$ cat config.mk
export PLATFORM = sky130hd
export DESIGN_NAME = decode_execute_buffer
export DESIGN_NICKNAME = d
export VERILOG_FILES = /design/src/rtl/pipeline_pkg.sv /design/src/rtl/pipe_entry.sv /design/src/rtl/decode_execute_buffer.sv
export SDC_FILE = /design/constraint.sdc
export NUM_CORES = 1
export LEC_CHECK = 0
export ABC_CLOCK_PERIOD_IN_PS = 2100
export BUFFER_PORTS_ARGS = -buffer_cell sky130_fd_sc_hd__buf_2
export CAP_MARGIN = 10
export CORE_MARGIN = 2
export CORE_UTILIZATION = 30
export DETAILED_ROUTE_END_ITERATION = 8
export PLACE_DENSITY_LB_ADDON = 0.3
export RECOVER_POWER = 50
export SLEW_MARGIN = 10
export SYNTH_ARGS = -nofsm -noshare
export SYNTH_HDL_FRONTEND = slang
export SYNTH_HIERARCHICAL = 1
export SYNTH_SLANG_ARGS = --single-unit
export TNS_END_PERCENT = 30
$ cat constraint.sdc
create_clock -name clk -period 2.1 [get_ports clk]
set_input_delay 0.42 -clock clk [delete_from_list [all_inputs] [get_ports clk]]
set_output_delay 0.42 -clock clk [all_outputs]
set_load 0.02 [all_outputs]
$ cat src/rtl/pipeline_pkg.sv
// ---------------------------------------------------------------------------
// pipeline_pkg
// Definitions shared by the decode/execute pipeline stages.
//   ctrl_t       : 13-bit control bundle from the decoder's control unit.
//                  The first field listed is the MSB.
//   CTRL_NOP     : all-zero control word. No write enable is set in it, so it
//                  is safe to present while no instruction is valid.
//   ALU_*        : aluControl operation codes.
//   buf_state_e  : occupancy of the decode/execute buffer, written as
//                  {mainValid, skidValid}.
// ---------------------------------------------------------------------------
package pipeline_pkg;

    typedef struct packed {
        logic       useScalarAlu;
        logic       isScalarOutput;
        logic       isScalarReg1;
        logic       isScalarReg2;
        logic       resultSelectorWB;
        logic       writeEnableScalarWB;
        logic       writeEnableVectorWB;
        logic       writeToMemoryEnableM;
        logic       useInmediate;
        logic [2:0] aluControl;
        logic       outFlagM;
    } ctrl_t;

    localparam ctrl_t CTRL_NOP = '0;

    localparam logic [2:0] ALU_ADD  = 3'b000;
    localparam logic [2:0] ALU_SUB  = 3'b001;
    localparam logic [2:0] ALU_AND  = 3'b010;
    localparam logic [2:0] ALU_OR   = 3'b011;
    localparam logic [2:0] ALU_XOR  = 3'b100;
    localparam logic [2:0] ALU_SHL  = 3'b101;
    localparam logic [2:0] ALU_PASS = 3'b110;
    localparam logic [2:0] ALU_IMM  = 3'b111;

    // The encoding is the pair of entry valid bits. The pattern 2'b01
    // (skid entry valid while the main entry is empty) is illegal.
    typedef enum logic [1:0] {
        BUF_EMPTY = 2'b00,
        BUF_ONE   = 2'b10,
        BUF_FULL  = 2'b11
    } buf_state_e;

endpackage

$ cat src/rtl/pipe_entry.sv
// ---------------------------------------------------------------------------
// pipe_entry
// One storage slot of the buffer: a payload register with a load enable,
// and a valid flag with separate set and clear controls.
// Ports:
//   clk      : clock, rising edge
//   nReset   : asynchronous active-low reset. Clears the payload and valid.
//   load_i   : capture data_i at the next edge
//   data_i   : payload to capture
//   set_i    : set the valid flag
//   clr_i    : clear the valid flag. Has priority over set_i.
//   data_o   : stored payload
//   valid_o  : valid flag
// ---------------------------------------------------------------------------
module pipe_entry #(
    parameter int WIDTH = 8
) (
    input  logic             clk,
    input  logic             nReset,
    input  logic             load_i,
    input  logic [WIDTH-1:0] data_i,
    input  logic             set_i,
    input  logic             clr_i,
    output logic [WIDTH-1:0] data_o,
    output logic             valid_o
);

    logic [WIDTH-1:0] data_q;
    logic             valid_q;

    // The payload is written only on load. Outside of a load it holds its
    // value, so the data outputs keep their last value during bubbles.
    always_ff @(posedge clk or negedge nReset) begin
        if (!nReset) begin
            data_q <= '0;
        end else if (load_i) begin
            data_q <= data_i;
        end
    end

    // Clear has priority so that a flush always wins.
    always_ff @(posedge clk or negedge nReset) begin
        if (!nReset) begin
            valid_q <= 1'b0;
        end else if (clr_i) begin
            valid_q <= 1'b0;
        end else if (set_i) begin
            valid_q <= 1'b1;
        end
    end

    assign data_o  = data_q;
    assign valid_o = valid_q;

endmodule

$ cat src/rtl/decode_execute_buffer.sv
// ---------------------------------------------------------------------------
// decode_execute_buffer
// Elastic stage between decode and execute. It holds two entries: the main
// entry drives the execute side, and the skid entry catches the one
// instruction that may arrive while execute stalls. Because of the skid
// entry, readyD can be a plain register.
// Ports:
//   clk, nReset                 : clock; asynchronous active-low reset
//   validD / readyD             : decode-side handshake (readyD is registered)
//   ctrlD, scalarAD, scalarBD,
//   vectorAD, vectorBD, immD,
//   destD                       : decode-side payload
//   flush                       : drop every buffered entry at the next edge
//   validE / readyE             : execute-side handshake
//   ctrlE ... destE             : execute-side payload. ctrlE is forced to
//                                 NOP while validE is low.
//   stallCount                  : saturating count of cycles with
//                                 validE && !readyE
// ---------------------------------------------------------------------------
module decode_execute_buffer
    import pipeline_pkg::*;
#(
    parameter int DATA_WIDTH     = 16,
    parameter int LANES          = 4,
    parameter int REG_ADDR_WIDTH = 4,
    parameter int IMM_WIDTH      = 16,
    parameter int CNT_WIDTH      = 16
) (
    input  logic                        clk,
    input  logic                        nReset,
    input  logic                        validD,
    output logic                        readyD,
    input  ctrl_t                       ctrlD,
    input  logic [DATA_WIDTH-1:0]       scalarAD,
    input  logic [DATA_WIDTH-1:0]       scalarBD,
    input  logic [LANES*DATA_WIDTH-1:0] vectorAD,
    input  logic [LANES*DATA_WIDTH-1:0] vectorBD,
    input  logic [IMM_WIDTH-1:0]        immD,
    input  logic [REG_ADDR_WIDTH-1:0]   destD,
    input  logic                        flush,
    output logic                        validE,
    input  logic                        readyE,
    output ctrl_t                       ctrlE,
    output logic [DATA_WIDTH-1:0]       scalarAE,
    output logic [DATA_WIDTH-1:0]       scalarBE,
    output logic [LANES*DATA_WIDTH-1:0] vectorAE,
    output logic [LANES*DATA_WIDTH-1:0] vectorBE,
    output logic [IMM_WIDTH-1:0]        immE,
    output logic [REG_ADDR_WIDTH-1:0]   destE,
    output logic [CNT_WIDTH-1:0]        stallCount
);

    typedef struct packed {
        ctrl_t                       ctrl;
        logic [DATA_WIDTH-1:0]       scalarA;
        logic [DATA_WIDTH-1:0]       scalarB;
        logic [LANES*DATA_WIDTH-1:0] vectorA;
        logic [LANES*DATA_WIDTH-1:0] vectorB;
        logic [IMM_WIDTH-1:0]        imm;
        logic [REG_ADDR_WIDTH-1:0]   dest;
    } payload_t;

    localparam int PW = $bits(payload_t);

    payload_t   inPayload;
    payload_t   mainPayload;
    payload_t   skidPayload;
    payload_t   mainLoadData;
    logic       mainValid;
    logic       skidValid;
    logic       mainLoad;
    logic       mainFromSkid;
    logic       mainSet;
    logic       mainClr;
    logic       skidLoad;
    logic       skidSet;
    logic       skidClr;
    logic       inFire;
    logic       outFire;
    buf_state_e state;
    buf_state_e stateNext;
    logic       ready_q;
    logic       ready_d;
    logic [CNT_WIDTH-1:0] stall_q;
    logic [CNT_WIDTH-1:0] stall_d;

    assign inPayload = '{ctrl: ctrlD, scalarA: scalarAD, scalarB: scalarBD,
                         vectorA: vectorAD, vectorB: vectorBD, imm: immD,
                         dest: destD};

    assign mainLoadData = mainFromSkid ? skidPayload : inPayload;

    pipe_entry #(.WIDTH(PW)) u_main (
        .clk     (clk),
        .nReset  (nReset),
        .load_i  (mainLoad),
        .data_i  (mainLoadData),
        .set_i   (mainSet),
        .clr_i   (mainClr),
        .data_o  (mainPayload),
        .valid_o (mainValid)
    );

    pipe_entry #(.WIDTH(PW)) u_skid (
        .clk     (clk),
        .nReset  (nReset),
        .load_i  (skidLoad),
        .data_i  (inPayload),
        .set_i   (skidSet),
        .clr_i   (skidClr),
        .data_o  (skidPayload),
        .valid_o (skidValid)
    );

    // The entry valid flags are the state register, so the state is decoded
    // from them and is never stored twice.
    assign state   = buf_state_e'({mainValid, skidValid});
    assign inFire  = validD && ready_q;
    assign outFire = mainValid && readyE;

    // Next-state and entry controls. Flush overrides everything, and the
    // instruction offered in the same cycle is dropped.
    always_comb begin
        stateNext    = state;
        mainLoad     = 1'b0;
        mainFromSkid = 1'b0;
        mainSet      = 1'b0;
        mainClr      = 1'b0;
        skidLoad     = 1'b0;
        skidSet      = 1'b0;
        skidClr      = 1'b0;
        if (flush) begin
            mainClr   = 1'b1;
            skidClr   = 1'b1;
            stateNext = BUF_EMPTY;
        end else begin
            case (state)
                BUF_EMPTY: begin
                    if (inFire) begin
                        mainLoad  = 1'b1;
                        mainSet   = 1'b1;
                        stateNext = BUF_ONE;
                    end
                end
                BUF_ONE: begin
                    if (inFire && outFire) begin
                        mainLoad = 1'b1;
                    end else if (inFire) begin
                        skidLoad  = 1'b1;
                        skidSet   = 1'b1;
                        stateNext = BUF_FULL;
                    end else if (outFire) begin
                        mainClr   = 1'b1;
                        stateNext = BUF_EMPTY;
                    end
                end
                BUF_FULL: begin
                    if (outFire) begin
                        mainLoad     = 1'b1;
                        mainFromSkid = 1'b1;
                        skidClr      = 1'b1;
                        stateNext    = BUF_ONE;
                    end
                end
                default: begin
                    mainClr   = 1'b1;
                    skidClr   = 1'b1;
                    stateNext = BUF_EMPTY;
                end
            endcase
        end
    end

    // readyD is registered. Its value is the inverse of the next skid
    // valid bit, so it drops in the cycle after the skid entry fills.
    assign ready_d = (stateNext != BUF_FULL);

    always_ff @(posedge clk or negedge nReset) begin
        if (!nReset) begin
            ready_q <= 1'b1;
        end else begin
            ready_q <= ready_d;
        end
    end

    // The stall counter saturates at all-ones. Only reset clears it.
    always_comb begin
        stall_d = stall_q;
        if (mainValid && !readyE && (stall_q != '1)) begin
            stall_d = stall_q + CNT_WIDTH'(1);
        end
    end

    always_ff @(posedge clk or negedge nReset) begin
        if (!nReset) begin
            stall_q <= '0;
        end else begin
            stall_q <= stall_d;
        end
    end

    assign readyD     = ready_q;
    assign validE     = mainValid;
    assign ctrlE      = mainValid ? mainPayload.ctrl : CTRL_NOP;
    assign scalarAE   = mainPayload.scalarA;
    assign scalarBE   = mainPayload.scalarB;
    assign vectorAE   = mainPayload.vectorA;
    assign vectorBE   = mainPayload.vectorB;
    assign immE       = mainPayload.imm;
    assign destE      = mainPayload.dest;
    assign stallCount = stall_q;

endmodule

==> impl_metrics.csv, run 1 <==
group,metric,value,unit
global_routing,met2_usage,24.36,%
drt,drc_errors,0,
timing,post-route-period-util,101.2,%
global_routing,grt_first_pass_wirelength,68710,um
layout,final_cells,2464,
layout,syn_to_final_growth,35.29,%
drt,wl,46870,um
drt,ant_nets,0,
placed_design,io_buffers,408,
layout,drive_gt1_share,70.24,%
setup_path,cp_data_required_time,2540,ps
placed_design,dp_hpwl,31930,um
yosys,ys_ff_latch,405,
timing,hold_violations,0,
worst_hold_path,hold_class,"in2reg",
layout,fill_cells,5508,
global_routing,grt_usage,14.20,%
timing,relSlewSlack,6.455,%
run_status,status,"finished, violations left",
setup_path,worstReg2RegStart,"u_main/valid_o",
layout,seqCellArea,10140,um^2
drt,vias_per_cell,4.601,
floorplan,coreArea,59020,um^2
placed_design,placed_area,21480,um^2
timing,worst_pin_slew,1403,ps
layout,final_cell_area,24240,um^2
power_and_ir_drop,power.density,1081,nW/um^2
timing,setup_viol,39,
drt,dr.pass1.iters,4,
drt,wl_per_cell,19.02,um
clocking,clk_pin_slew,60,ps
clocking,htreeDepth,2,
floorplan,die_w,248.4,um
setup_path,cp-end-kind,"flop",
layout,finalNetCount,1858,
yosys,synth_nets,1359,
yosys,synthCells,1156,
floorplan,initial_utilization,30.35,%
setup_path,worstPathArrival,2570,ps
timing,rsz0062_at_grt,"true",
layout,final_common_cell,"mux2_2",
setup_path,setup.worst_path.start_class,"flop",
global_routing,grt_util_met1,17.44,%
power_and_ir_drop,power_leakage,11.41,nW
global_routing,grtUsageMet3,3.480,%
timing,tns,-438.4,ps
setup_path,crit_end,"u_main/data_o[76]",
timing,max_freq,0.4707,GHz
run_status,violations,"setup timing",
setup_path,r2r_slack,-20,ps
timing,min_period,2124,ps
yosys,synth-main-ff-cell,"dfrtp_1",
clocking,cts_made_buffers,45,
setup_path,r2r_cells,10,
yosys,syn_area,17910,um^2
flow_run,drv_cap,0,
clocking,clk_latency,560,ps
drt,drt_iter0_drc,345,
yosys,synth_edf_count,0,
placed_design,place_ws,-53.64,ps
global_routing,grt_busiest_layer,"met2",
worst_hold_path,min_from,"vectorBD[27]",
timing,fin_skew,11.34,ps
clocking,clock-sinks,405,
power_and_ir_drop,peakVddDrop,685.3,uV
clocking,root_buffer,"clkbuf_16",
floorplan,die_area,61690,um^2
timing,setup_ws,-24.47,ps
timing,fin_hold_ws,100.2,ps
layout,final_util,41.07,%
floorplan,ios,409,
clocking,cts_tree,"built",
yosys,synth.distinct_cells,39,
yosys,yosysWarnings,6,
floorplan,rows,89,
placed_design,dp_cells,2353,
floorplan,die_h,248.4,um
timing,drv_slew,0,
layout,mostFrequentLayoutCells,"409 x mux2_2, 403 x dfrtp_1, 400 x buf_2, 172 x mux2_4, 59 x clkbuf_16",
global_routing,antenna_found_initial,7,
setup_path,rr_endpoint,"u_main/data_o[76]",
setup_path,worstSetupStartpoint,"u_main/valid_o",
yosys,ys_seq_area_share,56.58,%
yosys,syn_area_per_cell,15.50,um^2
layout,multi_input_area,7936,um^2
power_and_ir_drop,total_power,26.20,mW
setup_path,crit_type,"reg2reg",
yosys,async_flop_share,100.0,%
placed_design,place.gp.congestion,0.7765,
global_routing,grt_max_degree,69,
global_routing,grt_overflow,0,
clocking,clock_path_buffers,3,
global_routing,grt_pass1_vias,12058,
setup_path,critPathMaxFanout,8,
drt,vias,11336,
flip-flops by register name, indices dropped and copies added, names as in the netlist:
register / count
stallCount: 16
u_main/data_o: 193
u_skid/data_o: 193
u_skid/valid_o: 1
readyD: 1
u_main/valid_o: 1
routing by layer:
layer,routed length (um),vias to the layer above
li1,-,5173
met1,19790,5859
met2,23370,225
met3,2495,69
met4,1144,10
met5,74,-
worst min-delay path by stage:
stage | endpoint | slack [ps] | depth (start not counted)
after CTS | u_skid/data_o[87] | 50 | 2
after global routing | u_skid/data_o[60] | 60 | 2
after detailed placement | u_skid/data_o[178] | 400 | 1
final | u_skid/data_o[47] | 100 | 2
after global placement | u_skid/data_o[174] | 390 | 1
after floorplan | stallCount[0] | 120 | 0
power by group:
group	total (mW)	switching [mW]	internal (mW)	leakage (nW)
Combinational	6.63	3.05	3.58	5.81
Sequential	11.7	1.32	10.4	4.88
Clock	7.88	3.17	4.71	0.728
Total	26.2	7.53	18.7	11.4
cells by family after synthesis:
group | count (synthesis) | synth area share, %
xor+xnor | 9 | 0.4400
buf+inv | 71 | 3.171
compound gates | 19 | 0.7054
flops | 405 | 56.58
fa+ha+maj | 5 | 0.3492
simple gates | 65 | 2.158
mux | 582 | 36.60
critical path, stage by stage (launching register included):
cell and delay (ps):
dfrtp_2 470, buf_6 150, inv_4 60, ha_4 140, nand3_4 70, a211oi_4 200
buf_6 150, buf_6 100, buf_12 160, clkbuf_16 180, mux2_4 300
layout make-up:
class | instances | area share [%]
well taps | 773 | 3.991
repair buffers | 518 | 15.20
flip-flops and latches | 405 | 41.83
multi-input cells | 680 | 32.74
clock inverters | 9 | 0.4491
clock buffers | 70 | 5.658
diodes | 4 | 0.04130
inverters | 5 | 0.08776
timing repair:
action | 4_1_cts | 5_1_grt
pin swaps | 1 | 6
buffers inserted | 8 | 3
cloned | 3 | 13
resized for setup | 16 | 198
endpoints found under the setup margin | 197 | 297
endpoints found under the hold margin | 34 | 0
hold buffers | 1 | 0
cell usage after synthesis, drive strengths merged (2+ instances only):
master | number | area (um^2)
xor2 | 7 | 61.31
inv | 5 | 18.77
nand3 | 6 | 30.03
buf | 63 | 538.0
o21ai | 3 | 15.01
nor4 | 3 | 33.78
xnor2 | 2 | 17.52
nor2 | 10 | 40.04
nand4 | 6 | 52.55
and2 | 16 | 100.1
o21ba | 2 | 20.02
ha | 5 | 62.56
a31oi | 2 | 12.51
nor3 | 5 | 25.02
dfrtp | 404 | 10110
mux2 | 581 | 6546
nand2 | 10 | 37.54
clkbuf | 3 | 11.26
a311o | 2 | 20.02
a21oi | 7 | 35.03
nand4b | 2 | 17.52
(Power assumes the default switching activity.)
==> run 2: changes to the inputs <==
Settings changed: CTS_BUF_LIST set to sky130_fd_sc_hd__clkbuf_8.
==> impl_metrics.csv, run 2 (same netlist as run 1, synthesis figures left out) <==
group,metric,value,unit
timing,hold_violations,0,
layout,syn_to_final_growth,47.75,%
floorplan,initial_utilization,30.35,%
clocking,clock_path_buffers,3,
setup_path,setup.worst_path.start_class,"flop",
setup_path,worstPathArrival,2710,ps
global_routing,grt_usage,14.82,%
setup_path,rr_endpoint,"u_main/data_o[147]",
drt,vias_per_cell,4.543,
timing,setup_ws,-73.72,ps
timing,fin_skew,36.93,ps
worst_hold_path,hold_class,"in2reg",
run_status,status,"finished, violations left",
timing,rsz0062_at_grt,"true",
drt,drc_errors,0,
clocking,clk_pin_slew,60,ps
clocking,clk_latency,650,ps
worst_hold_path,min_from,"flush",
run_status,violations,"capacitance limit, slew limit, setup timing",
flow_run,drv_cap,1,
setup_path,r2r_slack,-70,ps
drt,vias,12347,
worst_hold_path,whs_path_depth,3,
global_routing,grt_overflow,0,
floorplan,coreArea,59020,um^2
floorplan,ios,409,
clocking,cts_tree,"built",
power_and_ir_drop,peakVddDrop,630.2,uV
layout,fill_cells,5336,
power_and_ir_drop,power_leakage,12.43,nW
setup_path,critPathMaxFanout,8,
setup_path,cp_data_required_time,2640,ps
timing,worst_pin_slew,1578,ps
floorplan,die_h,248.4,um
floorplan,die_w,248.4,um
layout,finalNetCount,2088,
layout,final_common_cell,"mux2_2",
worst_hold_path,min_to,"readyD",
layout,multi_input_area,7896,um^2
clocking,cts_made_buffers,75,
placed_design,placed_area,21480,um^2
setup_path,r2r_cells,8,
placed_design,dp_hpwl,31930,um
timing,setup_viol,156,
floorplan,rows,89,
layout,drive_gt1_share,63.82,%
global_routing,grt_pass1_vias,13190,
drt,dr.pass1.iters,4,
drt,wl_per_cell,18.65,um
setup_path,worstReg2RegStart,"readyD",
timing,relSlewSlack,-5.177,%
global_routing,antenna_found_initial,2,
setup_path,crit_type,"reg2reg",
setup_path,worstSetupStartpoint,"readyD",
global_routing,grt_first_pass_wirelength,72000,um
clocking,root_buffer,"clkbuf_8",
layout,final_util,44.85,%
drt,ant_nets,0,
drt,drt_iter0_drc,312,
layout,seqCellArea,10140,um^2
setup_path,cp-end-kind,"flop",
floorplan,die_area,61690,um^2
power_and_ir_drop,power.density,1000,nW/um^2
global_routing,grt_max_degree,69,
timing,post-route-period-util,103.5,%
drt,wl,50680,um
timing,drv_slew,47,
layout,final_cell_area,26470,um^2
timing,max_freq,0.4600,GHz
clocking,clock-sinks,405,
timing,min_period,2174,ps
layout,mostFrequentLayoutCells,"423 x mux2_2, 403 x dfrtp_1, 394 x buf_2, 194 x dlygate4sd3_1, 158 x mux2_4",
placed_design,io_buffers,408,
clocking,htreeDepth,3,
placed_design,place.gp.congestion,0.7765,
run 2: stage by stage:
step                      setup slack, ps  std cells  total power [mW]  TNS, ps  hold WS (ps)
after floorplan                    -41.09       1156             15.43    -6357         124.4
after global placement             -69.47       2353             17.50   -10300         392.8
after detailed placement           -53.64       2353             17.84    -5918         399.9
after CTS                          -67.03       2687             26.16    -4771         144.6
after global routing               -150.7       2717             27.94   -33460         171.9
final                              -73.72       2718             26.48    -4233         229.8
run 2: timing repair:
item	4_1_cts	5_1_grt
cloned	2	23
hold buffers	194	0
setup endpoints to repair	220	331
setup buffers	3	6
pin swaps	1	6
hold endpoints to repair	227	0
resized for setup	52	181
run 2: final cells by class:
type,count,area share [%]
tap,773,3.654
clock buffer,94,4.888
sequential,405,38.30
timing repair buffer,718,22.27
multi-input combinational,680,29.83
antenna,2,0.01891
inverter,5,0.08036
clock inverter,41,0.9596
run 2: critical path: stages (launching register included):
cell,delay [ps]
dfstp_2,530
nand2_1,90
nor2_2,150
o21bai_2,90
a211oi_4,260
buf_6,200
clkbuf_16,220
clkbuf_16,180
mux2_2,330
run 2: power by group:
| group | switching, mW | total, mW | internal, mW | leakage, nW |
|---|---|---|---|---|
| clock | 3.44 | 7.73 | 4.29 | 0.902 |
| sequential | 1.34 | 11.7 | 10.4 | 4.88 |
| combinational | 3.16 | 7.04 | 3.88 | 6.66 |
run 2: worst max path at each step:
| stage | end | slack (ps) | cells past startpoint |
|---|---|---|---|
| after floorplan | u_main/data_o[100] | -40 | 9 |
| after global placement | u_main/data_o[20] | -70 | 9 |
| after detailed placement | u_main/data_o[163] | -50 | 7 |
| after CTS | u_main/data_o[59] | -70 | 9 |
| after global routing | u_main/data_o[147] | -150 | 10 |
| final | u_main/data_o[147] | -70 | 8 |
run 2: per-layer routing:
metal	share of wire (%)	vias up	track usage (%)
met5	0.026	-	0
met4	3.2	2	5.917
met3	4.7	107	3.943
met2	50	276	25.07
met1	43	6309	17.91
li1	-	5653	-
